File: src/rtl/fft_pkg.sv
// Shared FFT controller definitions: FSM state encoding, pipeline latencies, bit reversal.
// The UNLOAD state exists only when FFT_CTRL_BITREV_UNLOAD_EN is defined.
package fft_pkg;

    `ifdef FFT_CTRL_BITREV_UNLOAD_EN
    typedef enum logic [2:0] {IDLE, RUN, DRAIN, DONE, UNLOAD} fft_state_e;
    `else
    typedef enum logic [2:0] {IDLE, RUN, DRAIN, DONE} fft_state_e;
    `endif

    localparam int unsigned BF_LAT     = 1;
    localparam int unsigned MEM_RD_LAT = 1;
    localparam int unsigned DRAIN_CYC  = BF_LAT + MEM_RD_LAT;

    // Reverses the low w bits of x; bits at and above w come back as zero.
    function automatic logic [9:0] bit_rev(input logic [9:0] x, input int unsigned w);
        logic [9:0] r;
        r = '0;
        for (int unsigned i = 0; i < w; i++) begin
            r[i] = x[w-1-i];
        end
        return r;
    endfunction

endpackage

File: src/rtl/fft_ctrl_if.sv
// Control/address bundle between the FFT controller and its memory/butterfly datapath.
// out_valid/out_index are present only with FFT_CTRL_BITREV_UNLOAD_EN.
interface fft_ctrl_if #(parameter int unsigned LOG2N = 5);

    logic             start;
    logic             busy;
    logic             done;
    logic             rd_en;
    logic [LOG2N-1:0] rd_addr_a;
    logic [LOG2N-1:0] rd_addr_b;
    logic [LOG2N-2:0] tw_addr;
    logic             bf_enable;
    logic             wr_en;
    logic [LOG2N-1:0] wr_addr_a;
    logic [LOG2N-1:0] wr_addr_b;
    logic [3:0]       stage;
    `ifdef FFT_CTRL_BITREV_UNLOAD_EN
    logic             out_valid;
    logic [LOG2N-1:0] out_index;

    modport master (
        input  start,
        output busy, done, rd_en, rd_addr_a, rd_addr_b, tw_addr,
               bf_enable, wr_en, wr_addr_a, wr_addr_b, stage,
               out_valid, out_index
    );
    modport slave (
        output start,
        input  busy, done, rd_en, rd_addr_a, rd_addr_b, tw_addr,
               bf_enable, wr_en, wr_addr_a, wr_addr_b, stage,
               out_valid, out_index
    );
    `else
    modport master (
        input  start,
        output busy, done, rd_en, rd_addr_a, rd_addr_b, tw_addr,
               bf_enable, wr_en, wr_addr_a, wr_addr_b, stage
    );
    modport slave (
        output start,
        input  busy, done, rd_en, rd_addr_a, rd_addr_b, tw_addr,
               bf_enable, wr_en, wr_addr_a, wr_addr_b, stage
    );
    `endif

endinterface

File: src/rtl/fft_addr_gen.sv
// Combinational radix-2 DIF address generator: butterfly index k and stage s
// map to input addresses a, b = a + h and twiddle index, where h = N >> (s+1).
module fft_addr_gen #(
    parameter int unsigned LOG2N = 5
) (
    input  logic [LOG2N-2:0] k,
    input  logic [3:0]       s,
    output logic [LOG2N-1:0] addr_a,
    output logic [LOG2N-1:0] addr_b,
    output logic [LOG2N-2:0] tw
);

    logic [31:0] h;
    logic [31:0] lo;
    logic [31:0] hi;
    logic [31:0] a;

    // h is a power of two, so k/h and k%h are a mask split of k.
    always_comb begin
        h      = (32'd1 << LOG2N) >> (32'(s) + 32'd1);
        lo     = 32'(k) & (h - 32'd1);
        hi     = 32'(k) & ~(h - 32'd1);
        a      = (hi << 1) | lo;
        addr_a = LOG2N'(a);
        addr_b = LOG2N'(a | h);
        tw     = (LOG2N-1)'(lo << s);
    end

endmodule

File: src/rtl/fft_ctrl.sv
// In-place radix-2 DIF FFT sequencer: per-stage read/butterfly/write schedule.
// FFT_CTRL_BITREV_UNLOAD_EN adds a bit-reversed readout phase (UNLOAD).
module fft_ctrl
    import fft_pkg::*;
#(
    parameter int unsigned LOG2N = 5
) (
    input  logic      clk,
    input  logic      rst,
    fft_ctrl_if.master bus
);

    localparam int unsigned N    = 1 << LOG2N;
    localparam int unsigned HALF = N / 2;
    localparam int unsigned CW   = LOG2N + 1;

    fft_state_e state_q, state_d;
    logic [CW-1:0]    cnt_q, cnt_d;
    logic [3:0]       s_q, s_d;

    logic             rv1_q, rv1_d, rv2_q, rv2_d;
    logic [LOG2N-1:0] ra1_q, ra1_d, rb1_q, rb1_d;
    logic [LOG2N-1:0] ra2_q, ra2_d, rb2_q, rb2_d;

    logic             busy_c, done_c, rd_en_c, run_rd;
    logic [LOG2N-1:0] rd_a, rd_b;
    logic [LOG2N-2:0] tw_c;
    logic [LOG2N-1:0] ag_a, ag_b;
    logic [LOG2N-2:0] ag_tw;

    `ifdef FFT_CTRL_BITREV_UNLOAD_EN
    logic             unl_rd;
    logic             uv1_q, uv1_d;
    logic [LOG2N-1:0] ui1_q, ui1_d;
    `endif

    fft_addr_gen #(.LOG2N(LOG2N)) u_addr_gen (
        .k      (cnt_q[LOG2N-2:0]),
        .s      (s_q),
        .addr_a (ag_a),
        .addr_b (ag_b),
        .tw     (ag_tw)
    );

    always_comb begin
        state_d = state_q;
        cnt_d   = cnt_q;
        s_d     = s_q;
        busy_c  = 1'b0;
        done_c  = 1'b0;
        rd_en_c = 1'b0;
        run_rd  = 1'b0;
        rd_a    = '0;
        rd_b    = '0;
        tw_c    = '0;
        `ifdef FFT_CTRL_BITREV_UNLOAD_EN
        unl_rd  = 1'b0;
        `endif
        case (state_q)
            IDLE: begin
                if (bus.start) begin
                    state_d = RUN;
                    cnt_d   = '0;
                    s_d     = '0;
                end
            end
            RUN: begin
                busy_c  = 1'b1;
                rd_en_c = 1'b1;
                run_rd  = 1'b1;
                rd_a    = ag_a;
                rd_b    = ag_b;
                tw_c    = ag_tw;
                if (cnt_q == CW'(HALF - 1)) begin
                    state_d = DRAIN;
                    cnt_d   = '0;
                end else begin
                    cnt_d = cnt_q + 1'b1;
                end
            end
            DRAIN: begin
                busy_c = 1'b1;
                if (cnt_q == CW'(DRAIN_CYC - 1)) begin
                    cnt_d = '0;
                    if (s_q < 4'(LOG2N - 1)) begin
                        s_d     = s_q + 1'b1;
                        state_d = RUN;
                    end else begin
                        `ifdef FFT_CTRL_BITREV_UNLOAD_EN
                        state_d = UNLOAD;
                        `else
                        state_d = DONE;
                        `endif
                    end
                end else begin
                    cnt_d = cnt_q + 1'b1;
                end
            end
            `ifdef FFT_CTRL_BITREV_UNLOAD_EN
            // cnt runs 0..N: N reads, then one cycle for the final out_valid.
            UNLOAD: begin
                busy_c = 1'b1;
                if (cnt_q == CW'(N)) begin
                    state_d = DONE;
                    cnt_d   = '0;
                end else begin
                    rd_en_c = 1'b1;
                    unl_rd  = 1'b1;
                    rd_a    = LOG2N'(bit_rev(10'(cnt_q), LOG2N));
                    cnt_d   = cnt_q + 1'b1;
                end
            end
            `endif
            DONE: begin
                done_c  = 1'b1;
                s_d     = '0;
                state_d = IDLE;
            end
            default: state_d = IDLE;
        endcase
    end

    always_comb begin
        rv1_d = run_rd;
        ra1_d = run_rd ? rd_a : '0;
        rb1_d = run_rd ? rd_b : '0;
        rv2_d = rv1_q;
        ra2_d = ra1_q;
        rb2_d = rb1_q;
        `ifdef FFT_CTRL_BITREV_UNLOAD_EN
        uv1_d = unl_rd;
        ui1_d = unl_rd ? LOG2N'(cnt_q) : '0;
        `endif
    end

    always_ff @(posedge clk) begin
        if (rst) begin
            state_q <= IDLE;
            cnt_q   <= '0;
            s_q     <= '0;
            rv1_q   <= 1'b0;
            ra1_q   <= '0;
            rb1_q   <= '0;
            rv2_q   <= 1'b0;
            ra2_q   <= '0;
            rb2_q   <= '0;
            `ifdef FFT_CTRL_BITREV_UNLOAD_EN
            uv1_q   <= 1'b0;
            ui1_q   <= '0;
            `endif
        end else begin
            state_q <= state_d;
            cnt_q   <= cnt_d;
            s_q     <= s_d;
            rv1_q   <= rv1_d;
            ra1_q   <= ra1_d;
            rb1_q   <= rb1_d;
            rv2_q   <= rv2_d;
            ra2_q   <= ra2_d;
            rb2_q   <= rb2_d;
            `ifdef FFT_CTRL_BITREV_UNLOAD_EN
            uv1_q   <= uv1_d;
            ui1_q   <= ui1_d;
            `endif
        end
    end

    assign bus.busy      = busy_c;
    assign bus.done      = done_c;
    assign bus.rd_en     = rd_en_c;
    assign bus.rd_addr_a = rd_a;
    assign bus.rd_addr_b = rd_b;
    assign bus.tw_addr   = tw_c;
    assign bus.bf_enable = rv1_q;
    assign bus.wr_en     = rv2_q;
    assign bus.wr_addr_a = ra2_q;
    assign bus.wr_addr_b = rb2_q;
    assign bus.stage     = s_q;
    `ifdef FFT_CTRL_BITREV_UNLOAD_EN
    assign bus.out_valid = uv1_q;
    assign bus.out_index = ui1_q;
    `endif

endmodule

File: src/flat_wrapper.sv
// flat-port wrapper written by rule: the top's interface ports become plain ports
module fft_ctrl_flat import fft_pkg::*;
#(
    parameter int unsigned LOG2N = 5
)
  (clk, rst, bus_start, bus_busy, bus_done, bus_rd_en, bus_rd_addr_a, bus_rd_addr_b, bus_tw_addr, bus_bf_enable, bus_wr_en, bus_wr_addr_a, bus_wr_addr_b, bus_stage);
  fft_ctrl_if #(.LOG2N(LOG2N)) bus_i ();
  input  logic clk;
  input  logic rst;
  input wire logic [$bits(bus_i.start)-1:0] bus_start;
  output wire logic [$bits(bus_i.busy)-1:0] bus_busy;
  output wire logic [$bits(bus_i.done)-1:0] bus_done;
  output wire logic [$bits(bus_i.rd_en)-1:0] bus_rd_en;
  output wire logic [$bits(bus_i.rd_addr_a)-1:0] bus_rd_addr_a;
  output wire logic [$bits(bus_i.rd_addr_b)-1:0] bus_rd_addr_b;
  output wire logic [$bits(bus_i.tw_addr)-1:0] bus_tw_addr;
  output wire logic [$bits(bus_i.bf_enable)-1:0] bus_bf_enable;
  output wire logic [$bits(bus_i.wr_en)-1:0] bus_wr_en;
  output wire logic [$bits(bus_i.wr_addr_a)-1:0] bus_wr_addr_a;
  output wire logic [$bits(bus_i.wr_addr_b)-1:0] bus_wr_addr_b;
  output wire logic [$bits(bus_i.stage)-1:0] bus_stage;
  assign bus_i.start = bus_start;
  assign bus_busy = bus_i.busy;
  assign bus_done = bus_i.done;
  assign bus_rd_en = bus_i.rd_en;
  assign bus_rd_addr_a = bus_i.rd_addr_a;
  assign bus_rd_addr_b = bus_i.rd_addr_b;
  assign bus_tw_addr = bus_i.tw_addr;
  assign bus_bf_enable = bus_i.bf_enable;
  assign bus_wr_en = bus_i.wr_en;
  assign bus_wr_addr_a = bus_i.wr_addr_a;
  assign bus_wr_addr_b = bus_i.wr_addr_b;
  assign bus_stage = bus_i.stage;
  fft_ctrl #(.LOG2N(LOG2N)) u_core (.clk(clk), .rst(rst), .bus(bus_i));
endmodule
File: config.mk
export PLATFORM = sky130hd
export DESIGN_NAME = fft_ctrl_flat
export DESIGN_NICKNAME = d
export VERILOG_FILES = /design/src/rtl/fft_pkg.sv /design/src/rtl/fft_ctrl_if.sv /design/src/rtl/fft_addr_gen.sv /design/src/rtl/fft_ctrl.sv /design/src/flat_wrapper.sv
export SDC_FILE = /design/constraint.sdc
export NUM_CORES = 1
export LEC_CHECK = 0
export ABC_CLOCK_PERIOD_IN_PS = 2400
export BUFFER_PORTS_ARGS = -buffer_cell sky130_fd_sc_hd__buf_2
export CORE_MARGIN = 1
export CORE_UTILIZATION = 53
export DETAILED_ROUTE_END_ITERATION = 8
export PLACE_DENSITY = 0.78
export SYNTH_ARGS = -nofsm -noshare
export SYNTH_HDL_FRONTEND = slang
export SYNTH_SLANG_ARGS = --single-unit
File: constraint.sdc
create_clock -name clk -period 2.4 [get_ports clk]
set_input_delay 0.24 -clock clk [delete_from_list [all_inputs] [get_ports clk]]
set_output_delay 0.24 -clock clk [all_outputs]
set_load 0.01 [all_outputs]
* After elaboration in Yosys (flattened, before gate mapping)
Cells that the tools add are included.
** Storage, ports and cells
- Bits in registers :: 35
- Bits of input ports :: 3
- Output and inout port bits :: 33
- Logic and storage cells :: 58
** Cells by class
- Add/subtract/negate cells :: 4
- $lt $le $gt $ge :: 1
- Equal/unequal tests :: 9
- Shift operators :: 2
- Multiplexer cells :: 19
- Bitwise gates (word level) :: 6
- Reduce and logical (&&, ||, !) cells :: 8
** Operator list (number)
- AND 4 x 32 -> 32 bit :: 1
- left shift 32 x 4 -> 4 bit :: 1
- >> shifter 6 x 5 -> 32 bit, first input constant :: 1
- subtractor 32 x 1 -> 32 bit, second input constant :: 1
- 2-to-1 mux 6 bit :: 3
- case mux 6 bit (3 select lines) :: 1
- 2-to-1 mux 4 bit :: 4
- case mux 4 bit (3 select lines) :: 1
- 2-to-1 mux 5 bit :: 2
- bitwise OR 5 bit :: 2
- 2-to-1 mux 3 bit :: 3
- case mux 3 bit (3 select lines) :: 1
- adder 6 x 1 -> 6 bit, second input constant :: 1
- == test 3 x 2 -> 1 bit, second input constant :: 2
- == test 6 x 1 -> 1 bit, second input constant :: 1
- == test 6 x 4 -> 1 bit, second input constant :: 1
- != test 2 x 1 -> 1 bit, second input constant :: 3
- nonzero test 3 bit :: 2
- adder 4 x 1 -> 5 bit, second input constant :: 1
- adder 4 x 1 -> 4 bit, second input constant :: 1
- AND 4 bit :: 1
- less-than comparator 4 x 3 -> 1 bit, second input constant :: 1
- NOT 4 bit :: 1
- AND reduction 4 bit :: 1
- 9 further kinds :: 12

* Logic depth before layout (Yosys ltp)
- Word-level depth :: 8
- Gate-level depth with buffers :: 8

* By module
A second synthesis with hierarchy kept.
** Second synthesis, totals
- Cell total of the unflattened synthesis :: 190
- Area total of the unflattened synthesis :: 1750.4 um^2
** Modules (own cells, without submodules)
- fft_ctrl :: instances 1, cells each 143, area each 1433.9 um^2
- fft_addr_gen :: instances 1, cells each 47, area each 316.6 um^2

* Least setup slack after synthesis
No wires, ideal clock.
- Path type :: flip-flop to output port
- Start :: register u_core.s_q[0], in the netlist u_core.bus.stage[0]
- End :: output bus_tw_addr[2]
- Arrival :: 2.029 ns
- Required time :: 2.160 ns
- Setup slack :: 0.131 ns
- Cell stages (with the launch flop) :: 9
- Buffers on the path :: 0
- Cell sequence :: dfxtp_1 -> inv_1 -> ha_1 -> and3_1 -> inv_1 -> ha_1 -> xor2_1 -> nand3_1 -> a221oi_1
** On the way
- Cells in the longest elaborated chain, start to end :: 6
** Ends and longest elaborated chain
- from (decl) :: line fft_ctrl.sv:19 : logic [3:0] s_q, s_d;
- from (signal assigned) :: line fft_ctrl.sv:140 : s_q <= '0;
- from (signal assigned) :: line fft_ctrl.sv:154 : s_q <= s_d;
- adder 4 x 1 -> 5 bit :: line fft_addr_gen.sv:20 : h = (32'd1 << LOG2N) >> (32'(s) + 32'd1);
- >> shifter 6 x 5 -> 32 bit :: line fft_addr_gen.sv:20
- subtractor 32 x 1 -> 32 bit
- AND 4 x 32 -> 32 bit :: line fft_addr_gen.sv:21 : lo = 32'(k) & (h - 32'd1);
- left shift 32 x 4 -> 4 bit * :: line fft_addr_gen.sv:26 : tw = (LOG2N-1)'(lo << s);
- 2-to-1 mux 4 bit * :: line fft_ctrl.sv:59 : case (state_q)
- to (decl) :: line flat_wrapper.sv:16 : output wire logic [$bits(bus_i.tw_addr)-1:0] bus_tw_addr;
Every way passes the cells marked *; elsewhere a longest branch is shown, timed or not.

* Worst setup path after layout
- Start :: register u_core.s_q[0], in the netlist u_core.bus.stage[0]
- End :: output bus_rd_addr_b[4]
** On the way
- Cells in the longest elaborated chain, start to end :: 8
- Elaborated cells on any way between the ends :: 9
- Those cells by class :: add/sub: 2; shift: 1; mux: 1; bitwise: 5
** Ends and longest elaborated chain
- adder 4 x 1 -> 5 bit * :: line fft_addr_gen.sv:20
- >> shifter 6 x 5 -> 32 bit * :: line fft_addr_gen.sv:20
- subtractor 32 x 1 -> 32 bit :: line fft_addr_gen.sv:22 : hi = 32'(k) & ~(h - 32'd1);
- NOT 4 bit :: line fft_addr_gen.sv:22
- AND 4 bit :: line fft_addr_gen.sv:22
- bitwise OR 5 bit :: line fft_addr_gen.sv:23 : a = (hi << 1) | lo;
- bitwise OR 5 bit * :: line fft_addr_gen.sv:25 : addr_b = LOG2N'(a | h);
- 2-to-1 mux 5 bit * :: line fft_ctrl.sv:59
- to (decl) :: line flat_wrapper.sv:15 : output wire logic [$bits(bus_i.rd_addr_b)-1:0] bus_rd_addr_b;
Marks and branches as above.

==> impl_metrics.yaml <==
run_status:
  outcome: "completed"
clock_network:
  insertion_delay_ps: 340
  cts.sinks: 34
  cts_buffer_depth: 2
  htree_levels: 2
  cts_made_buffers: 5
  cts_tree: "done"
  cts_root_buf: "clkbuf_4"
  path_clk_slew_ps: 110
  hold_buffers: 0
global_routing:
  grt_max_degree: 21
  overflow: 0
  antenna_found_initial: 0
  grt_usage_pct: 23.9
  grt_first_pass_wirelength_um: 6170
  grt_pass1_vias: 1421
placed_design:
  placement.cell_area_mm2: 0.00192
  dp_hpwl_um: 2550
  port-buffer-count: 35
  gp_congestion: 0.936
detailed_routing:
  dr_total_vias: 1602
  drc_errors: 0
  wirelength_um: 4240
  via_per_inst: 5.43
  drt_iter0_drc: 64
  ant_nets: 0
  routedWlPerCell_um: 14.4
  drt_first_pass_iters: 4
timing:
  drv_slew: 0
  worst_slew_pin_slew_ps: 456
  whs_ps: 294
  fin_crit_sh_pct: 99.0
  maxSlewHeadroom_pct: 69.6
  timing.fmax_mhz: 421
  min_period_ps: 2380
  finalClockSkew_ps: 10.3
  setup_viol: 0
  setup-tns-final_ps: 0
  rsz0062_at_grt: "true"
  hold_violations: 0
setup_path:
  startpoint_type: "flip-flop"
  rrSetupSlack_ps: 320
  worstPathRequired_ps: 2160
  critPathMaxFanout: 6
  end_kind: "output pin"
  critPathKind: "flip-flop to output pin"
  worst_ep_arrival_time_ps: 2140
power_and_ir_drop:
  p_int_mw: 1.12
  switching_share_pct: 38.1
  clockPowerShare_pct: 18.3
  power.net_switching_mw: 0.689
  leakagePower_nw: 0.942
  p_seq_share_pct: 36.5
  power_frac_comb_pct: 45.2
  peakVddDrop_mv: 0.594
  power_density_mw_per_mm2: 796
synth:
  synthFlopType: "dfxtp_1"
  synth-async-reset-ratio_pct: 0
  synth_seq_cells: 34
  synth_top_area_share_pct: 40.6
  synth.area.top_cells: "dfxtp_1, ha_1, nor2_1"
  synth_edf_count: 0
  syn_area_per_cell_um2: 8.50
  synth_area_mm2: 0.00168
  ys_seq_area_share_pct: 40.6
  synth.net_count: 213
  synth_cell_type_count: 38
  ys_warn_count: 0
  synthCells: 197
  yosys.area.top_type: "dfxtp_1"
die:
  ios: 36
  start_util_pct: 55.3
  die_area_mm2: 0.00339
  row_count: 20
  fp.dieH_um: 58.2
  die_x_um: 58.2
  coreArea_mm2: 0.00303
final_layout:
  design_area_mm2: 0.00227
  area_delta_synth_final_pct: 35.5
  layout-drive-gt1-share_pct: 39.0
  diodes: 0
  fill_cells: 205
  fin_nets: 266
min_path:
  hold_path_class: "primary input to flip-flop"
flow_run:
  cap_violations: 0
-- state kept, by name, summed over array words and instances (netlist names) --
register	flops
u_core.cnt_q	6
u_core.bus.wr_addr_a	5
u_core.bus.wr_addr_b	5
u_core.ra1_q	5
u_core.rb1_q	5
u_core.bus.stage	4
u_core.state_q	2
u_core.bus.bf_enable	1
u_core.bus.wr_en	1
-- layer usage --
layer / share of wire (%) / track usage, % / routed length, um / vias to the layer above
li1: - / - / - / 786
met1: 43 / 28.9 / 1820 / 741
met4: 3.6 / 11.9 / 152 / 0
met5: 0 / 0 / 0 / -
met2: 49 / 40.2 / 2060 / 59
met3: 4.7 / 4.91 / 201 / 16
-- per-stage QoR --
step	util [%]	worst slack, ps	cells	total power [mW]
6_report	75.0	23.2	295	1.81
2_1_floorplan	-	131	197	1.12
3_3_place_gp	63.3	142	273	1.30
4_1_cts	68.3	3.27	283	1.66
5_1_grt	75.0	-42.6	295	1.92
3_5_place_dp	63.3	68.9	273	1.31
-- synthesized netlist by cell type (2+ instances only) --
library cell	instances
or4_1	2
nand2b_1	5
o31ai_1	2
nand2_1	6
nor3b_1	2
nor2b_1	12
clkbuf_1	9
inv_1	11
or2_2	3
nand3_1	7
a21oi_1	13
nor2_1	26
nor4b_1	2
and3_1	3
a221oi_1	2
nor4_1	2
ha_1	13
o221ai_1	2
dfxtp_1	34
xnor2_1	4
nor3_1	9
o21ai_0	10
o21a_1	2
a31oi_1	2
-- power groups by stage --
stage          sequential [mW]  clock, mW  combinational (mW)
6_report                 0.660      0.331               0.817
5_1_grt                  0.668      0.357               0.896
4_1_cts                  0.651      0.337               0.668
3_5_place_dp             0.660          0               0.648
3_3_place_gp             0.658          0               0.643
2_1_floorplan            0.672          0               0.446
-- worst paths after layout --
check,start,cells after the start,end
worst min-delay path,rst,2,u_core.bus.wr_addr_a[0]$_SDFF_PP0_
worst max-delay path,u_core.bus.stage[0]$_SDFFE_PP0P_,7,bus_rd_addr_b[4]
worst min register to register,u_core.ra1_q[4]$_SDFF_PP0_,1,u_core.bus.wr_addr_a[4]$_SDFF_PP0_
worst max register to register,u_core.cnt_q[1]$_SDFFE_PP0P_,6,u_core.state_q[1]$_SDFFE_PP0P_
-- placed cells by master, fill, tap and decap left out, types with 2 or more instances in the layout --
cell type    n
nor2_1      26
buf_4       20
nor3_1       8
and3_1       2
inv_4        2
nand2_1      5
nor4_1       2
dfxtp_4      2
ha_4         4
clkinvlp_4   2
nor2b_1     12
nand2b_1     5
o21a_1       2
or2_2        2
clkbuf_4     5
o31ai_1      2
o221ai_1     2
a21oi_1     12
o21ai_1      2
or4_1        2
a31oi_1      2
o21ai_0      8
buf_2       35
dfxtp_1     29
inv_1        7
ha_1         7
xnor2_1      4
nand3_1      6
buf_6        2
ha_2         2
dfxtp_2      3
-- timing repair --
action	4_1_cts	5_1_grt
pin swaps	2	6
cloned	0	0
buffers inserted	2	12
setup endpoints to repair	10	8
resized for setup	20	27
-- worst max-delay path, cell delays in order (launching register included) --
cell and delay (ps):
dfxtp_4 390, buf_6 140, ha_2 190, or3_4 350, a21oi_4 230, nor3_4 70
or2_2 290, buf_2 140
-- cells by family (layout without fill, tap and decap cells) --
kind of cell	count (synthesis)	in the layout	share of synthesized area, %
AO/OA/AOI/OAI	39	39	14.9
XOR/XNOR	5	5	2.61
adder cells (fa/ha/maj)	13	13	9.71
buffers and inverters	22	76	5.38
flip-flops	34	34	40.6
AND/OR/NAND/NOR	84	84	26.7
-- cell type report --
| type | count | area [um^2] | area share [%] |
|---|---|---|---|
| inverters | 11 | 55.1 | 2.42 |
| multi-input cells | 141 | 1060 | 46.6 |
| repair buffers | 57 | 348 | 15.3 |
| well taps | 44 | 55.1 | 2.42 |
| clock buffers | 6 | 51.3 | 2.26 |
| clock inverters | 2 | 12.5 | 0.551 |
| flip-flops and latches | 34 | 692 | 30.5 |
(Power assumes the default switching activity.)
